## src/rtl/pipe_pkg.sv

```systemverilog
`default_nettype none
// ----------------------------------------------------------------------------
// pipe_pkg : shared encodings and bundle widths for the elastic pipeline stages
// Rev 1.0
// ----------------------------------------------------------------------------
package pipe_pkg;

    localparam logic [1:0] ST_EMPTY = 2'd0;
    localparam logic [1:0] ST_BUSY  = 2'd1;
    localparam logic [1:0] ST_FULL  = 2'd2;

    typedef enum logic [1:0] {
        S_EMPTY = ST_EMPTY,
        S_BUSY  = ST_BUSY,
        S_FULL  = ST_FULL
    } state_t;

    localparam int IDEX_DATA_W  = 128;
    localparam int IDEX_CTRL_W  = 5;
    localparam int EXMEM_DATA_W = 101;
    localparam int EXMEM_CTRL_W = 5;
    localparam int MEMWB_DATA_W = 69;
    localparam int MEMWB_CTRL_W = 5;

    localparam int CTRL_REG_WRITE    = 0;
    localparam int CTRL_MEM_READ     = 1;
    localparam int CTRL_MEM_WRITE    = 2;
    localparam int CTRL_MEM_TO_REG   = 3;
    localparam int CTRL_BRANCH_TAKEN = 4;

    function automatic logic [1:0] occupancy_of(input state_t s);
        case (s)
            S_BUSY:  return 2'd1;
            S_FULL:  return 2'd2;
            default: return 2'd0;
        endcase
    endfunction

endpackage
`default_nettype wire

```

## src/rtl/sat_counter.sv

```systemverilog
`default_nettype none
// ----------------------------------------------------------------------------
// sat_counter : up-counter that sticks at all-ones; cleared only by reset
// Rev 1.0
// ----------------------------------------------------------------------------
module sat_counter #(
    parameter int W = 16
) (
    input  logic         clk,
    input  logic         reset,
    input  logic         inc,
    output logic [W-1:0] count
);

    logic [W-1:0] r_count;

    always_ff @(posedge clk) begin
        if (reset) begin
            r_count <= '0;
        end else if (inc && (r_count != {W{1'b1}})) begin
            r_count <= r_count + W'(1);
        end
    end

    assign count = r_count;

endmodule
`default_nettype wire

```

## src/rtl/pipe_skid_stage.sv

```systemverilog
`default_nettype none
// ----------------------------------------------------------------------------
// pipe_skid_stage : valid/ready pipeline register with a 2-entry skid, flush,
//                   bubble control gating and a saturating stall counter
// Rev 1.0
// ----------------------------------------------------------------------------
module pipe_skid_stage
    import pipe_pkg::*;
#(
    parameter int DATA_W = 101,
    parameter int CTRL_W = 5,
    parameter int CNT_W  = 16
) (
    input  logic              clk,
    input  logic              reset,
    input  logic              in_valid,
    output logic              in_ready,
    input  logic [DATA_W-1:0] in_data,
    input  logic [CTRL_W-1:0] in_ctrl,
    output logic              out_valid,
    input  logic              out_ready,
    output logic [DATA_W-1:0] out_data,
    output logic [CTRL_W-1:0] out_ctrl,
    input  logic              flush,
    output logic [1:0]        occupancy,
    output logic [CNT_W-1:0]  stall_cnt
);

    state_t            r_state;
    state_t            w_next_state;
    logic              r_in_ready;
    logic [DATA_W-1:0] r_main_data;
    logic [CTRL_W-1:0] r_main_ctrl;
    logic [DATA_W-1:0] r_skid_data;
    logic [CTRL_W-1:0] r_skid_ctrl;

    logic w_push;
    logic w_pop;
    logic w_load_main_in;
    logic w_load_main_skid;
    logic w_load_skid;

    assign w_push = in_valid & r_in_ready;
    assign w_pop  = out_valid & out_ready;

    always_comb begin
        w_next_state     = r_state;
        w_load_main_in   = 1'b0;
        w_load_main_skid = 1'b0;
        w_load_skid      = 1'b0;
        if (flush) begin
            w_next_state = S_EMPTY;
        end else begin
            case (r_state)
                S_EMPTY: begin
                    if (w_push) begin
                        w_load_main_in = 1'b1;
                        w_next_state   = S_BUSY;
                    end
                end
                S_BUSY: begin
                    if (w_push && w_pop) begin
                        w_load_main_in = 1'b1;
                    end else if (w_push) begin
                        w_load_skid  = 1'b1;
                        w_next_state = S_FULL;
                    end else if (w_pop) begin
                        w_next_state = S_EMPTY;
                    end
                end
                S_FULL: begin
                    if (w_pop) begin
                        w_load_main_skid = 1'b1;
                        w_next_state     = S_BUSY;
                    end
                end
                default: w_next_state = S_EMPTY;
            endcase
        end
    end

    // in_ready is its own flop so it reads 0 throughout reset and never
    // depends combinationally on out_ready.
    always_ff @(posedge clk) begin
        if (reset) begin
            r_state     <= S_EMPTY;
            r_in_ready  <= 1'b0;
            r_main_data <= '0;
            r_main_ctrl <= '0;
            r_skid_data <= '0;
            r_skid_ctrl <= '0;
        end else begin
            r_state    <= w_next_state;
            r_in_ready <= (w_next_state != S_FULL);
            if (w_load_main_in) begin
                r_main_data <= in_data;
                r_main_ctrl <= in_ctrl;
            end else if (w_load_main_skid) begin
                r_main_data <= r_skid_data;
                r_main_ctrl <= r_skid_ctrl;
            end
            if (w_load_skid) begin
                r_skid_data <= in_data;
                r_skid_ctrl <= in_ctrl;
            end
        end
    end

    sat_counter #(
        .W(CNT_W)
    ) u_stall_cnt (
        .clk   (clk),
        .reset (reset),
        .inc   (in_valid & ~r_in_ready & ~flush),
        .count (stall_cnt)
    );

    assign in_ready  = r_in_ready;
    assign out_valid = (r_state != S_EMPTY);
    assign out_data  = r_main_data;
    assign out_ctrl  = out_valid ? r_main_ctrl : '0;
    assign occupancy = occupancy_of(r_state);

endmodule
`default_nettype wire

```

## config.mk

```make
export PLATFORM = sky130hd
export DESIGN_NAME = pipe_skid_stage
export DESIGN_NICKNAME = d
export VERILOG_FILES = /design/src/rtl/pipe_pkg.sv /design/src/rtl/sat_counter.sv /design/src/rtl/pipe_skid_stage.sv
export SDC_FILE = /design/constraint.sdc
export NUM_CORES = 1
export LEC_CHECK = 0
export CAP_MARGIN = 30
export CORE_ASPECT_RATIO = 1.5
export CORE_MARGIN = 2
export CORE_UTILIZATION = 55
export CTS_CLUSTER_SIZE = 28
export DETAILED_ROUTE_END_ITERATION = 6
export DONT_BUFFER_PORTS = 1
export MAX_ROUTING_LAYER = met4
export PLACE_DENSITY = 0.7
export SYNTH_ARGS = -nofsm -noshare
export SYNTH_HDL_FRONTEND = slang
export SYNTH_SLANG_ARGS = --single-unit
```

## constraint.sdc

```tcl
create_clock -name clk -period 2.2 [get_ports clk]
set_clock_uncertainty 0.2 [all_clocks]
set_input_delay 0.44 -clock clk [delete_from_list [all_inputs] [get_ports clk]]
set_output_delay 0.44 -clock clk [all_outputs]
set_load 0.005 [all_outputs]
```

==> flow_metrics.py <==
metrics = {
    "floorplanning": {
        "dieArea_sq_um": 17900,
        "core_area_sq_um": 16600,
        "die_h_um": 163,
        "placementRows": 58,
        "fp.dieW_um": 110,
        "io_pins": 237,
        "start_util_pct": 55.7,
    },
    "min_path": {
        "hp-class": "in -> reg",
    },
    "yosys": {
        "ys_seq_area_share_pct": 49.9,
        "synth.distinct_cells": 38,
        "syn_avg_cell_area_sq_um": 8.79,
        "synth_nets": 1166,
        "synthesis.area_sq_um": 9260,
        "yosys_warnings": 0,
        "ys_ff_latch": 231,
        "synthCells": 1054,
    },
    "drt": {
        "antenna_left": 0,
        "routed_wl_um": 21500,
        "wl_per_cell_um": 17.1,
        "route.vias.total": 7243,
        "drc": 0,
        "routed_via_density": 5.76,
        "dr.pass1.iters": 5,
        "drtIter0Drc": 636,
    },
    "final_layout": {
        "syn2layout_area_growth_pct": 12.5,
        "final_nets": 1145,
        "antenna_cells": 0,
        "postLayoutCoreUtil_pct": 62.7,
        "drive_above_1_share_pct": 6.59,
    },
    "power": {
        "pwr-share-seq_pct": 49.6,
        "power_frac_comb_pct": 3.0,
        "switchingPower_mw": 1.79,
        "clkPwrFrac_pct": 47.4,
        "p_total_mw": 8.84,
        "powerDensity_nw_per_um2": 849,
        "p_sw_share_pct": 20.2,
        "intPower_mw": 7.06,
        "p_leak_nw": 3.34,
        "peakVddDrop_mv": 0.705,
    },
    "placement": {
        "gp_congestion": 0.771,
        "io_buffers": 0,
        "dp_hpwl_um": 13700,
    },
    "setup_path": {
        "cp-start-kind": "flip-flop",
        "cp_max_fo": 6,
        "crit_arrival_ns": 2.29,
        "end_kind": "flip-flop",
        "crit_type": "reg -> reg",
        "critPathRequiredTime_ns": 2.43,
    },
    "timing": {
        "tns_ns": 0,
        "worst_slew_pin_slew_ns": 0.448,
        "hold_viol": 226,
        "drv_slew": 0,
        "clock.fmax_mhz": 485,
        "timing.hold.ws_ns": -0.169,
        "finalSetupViolCount": 0,
        "min_period_ns": 2.06,
        "slew_headroom_pct": 70.2,
        "fin_crit_sh_pct": 93.7,
    },
    "clock_tree": {
        "clk_pin_slew_ns": 0.06,
        "htreeDepth": 1,
        "postCtsSetupBuffers": 0,
        "cts_buffers": 22,
        "cts_sinks": 231,
        "cts_tree": "built",
        "worstSkewPairLatency_ns": 0.50,
        "clock_path_buffers": 3,
        "root_buffer": "clkbuf_16",
    },
    "global_route": {
        "antenna_found_initial": 0,
        "grt_max_degree": 233,
        "track_usage_pct": 23.0,
        "grt_pass1_vias": 6545,
        "grt_pass1_wl_um": 32900,
        "grt_overflow": 0,
    },
    "status": {
        "violations": "hold timing",
        "status": "complete, but fails checks",
    },
    "job": {
        "maxCapViolations": 0,
    },
}
[worst max-delay path: stages (launching register included)]
cell and delay [ns]:
dfxtp_1 0.43, nand4_1 0.25, nor2_2 0.24, a21oi_1 0.09, a211oi_1 0.22, dlygate4sd3_1 0.57
[path summary, 6_finish.rpt]
check | startpoint | endpoint | slack (ns) | cells after the start
worst max-delay path | u_stall_cnt.count[9] | u_stall_cnt.count[6] | 0.14 | 5
worst min-delay path | reset | out_data[78] | -0.17 | 1
worst max register to register | u_stall_cnt.count[9] | u_stall_cnt.count[6] | 0.14 | 5
worst min register to register | r_skid_data[26] | r_skid_data[26] | 0.25 | 2
[per-stage QoR]
step | instance area (sq um) | setup WS (ns) | std cells
after floorplan | 9260 | 0.225 | 1054
after global placement | 9430 | 0.210 | 1203
after global routing | 10400 | -0.000683 | 1257
final | 10400 | 0.138 | 1257
after detailed placement | 9430 | 0.183 | 1203
after CTS | 10300 | 0.0765 | 1251
[cell type report]
type	count	area (sq um)
clock buffer	30	642
inverter	2	7.51
sequential	231	4630
timing repair buffer	41	498
multi-input combinational	735	4210
tap	210	263
fill	1407	6200
clock inverter	8	171
[logic make-up (layout without fill, tap and decap cells)]
kind of cell	after synthesis	count (layout)	share of synthesized area, %
AOI/OAI and AO/OA	241	241	16.2
xor gates and xnor gates	2	2	0.189
adders and majority gates	1	1	0.135
buffers and inverters	88	81	4.84
DFF	231	231	49.9
muxes	108	108	11.7
and+or+nand+nor	383	383	17.0
[routing by layer]
metal / up-vias / global-route usage (%) / share of wire, %
met5: - / - / 0
met4: 0 / 5.87 / 1.7
met3: 27 / 7.12 / 9.1
met2: 206 / 37.6 / 49
met1: 3395 / 27.4 / 40
li1: 3615 / - / -
[synth_stat cells, drive strengths merged]
master | instances | area, sq um
nand2b | 1 | 6.26
and3b | 1 | 8.76
and2b | 1 | 7.51
nor3 | 2 | 10.0
and3 | 3 | 18.8
or3 | 6 | 37.5
o41ai | 1 | 16.3
mux2 | 1 | 11.3
and2 | 2 | 12.5
o21ai | 7 | 35.0
nor4 | 2 | 12.5
clkbuf | 61 | 229
or2 | 1 | 6.26
nand4 | 8 | 50.1
nor2b | 7 | 43.8
dfxtp | 231 | 4620
ha | 1 | 12.5
and4 | 2 | 17.5
a2bb2oi | 1 | 8.76
nand3 | 4 | 20.0
a211oi | 107 | 803
mux2i | 107 | 1070
or4 | 5 | 37.5
a31oi | 1 | 6.26
xnor2 | 1 | 8.76
inv | 2 | 7.51
nor3b | 1 | 12.5
nand2 | 221 | 830
and4b | 1 | 10.0
buf | 25 | 211
xor2 | 1 | 8.76
o31ai | 5 | 37.5
nor2 | 115 | 432
a21oi | 119 | 596
[power by group through the flow]
stage | clock network (mW) | registers [mW] | logic (mW)
global route | 4.44 | 4.40 | 0.300
detailed placement | 0 | 4.48 | 0.245
floorplan | 0 | 4.45 | 0.254
CTS | 4.27 | 4.39 | 0.260
global placement | 0 | 4.48 | 0.237
finish | 4.19 | 4.39 | 0.268
[state kept, by name (all words and copies together) (netlist names)]
signal,cells
out_data,101
r_state,2
r_skid_ctrl,5
r_main_ctrl,5
r_skid_data,101
in_ready,1
u_stall_cnt.count,16
[cells in the final DEF (no fill, tap or decap), drive strengths merged, types with 2 or more instances in the layout]
master       count
nor3             2
nand2          221
o21ai            7
and2             2
o31ai            5
a211oi         107
a21oi          119
nand3            4
nand4            8
nor2           115
clkbuf          30
dfxtp          231
buf             25
mux2i          107
clkinv           2
nor2b            7
or3              6
nor4             2
inv              2
and3             3
or4              5
dlygate4sd3     16
and4             2
bufinv           5
[timing repair]
action,CTS,global route
gates resized for setup,0,3
hold buffers,10,6
endpoints found under the setup margin,0,1
hold endpoints to repair,230,226
Note: power is estimated with default switching activity, not from simulation.
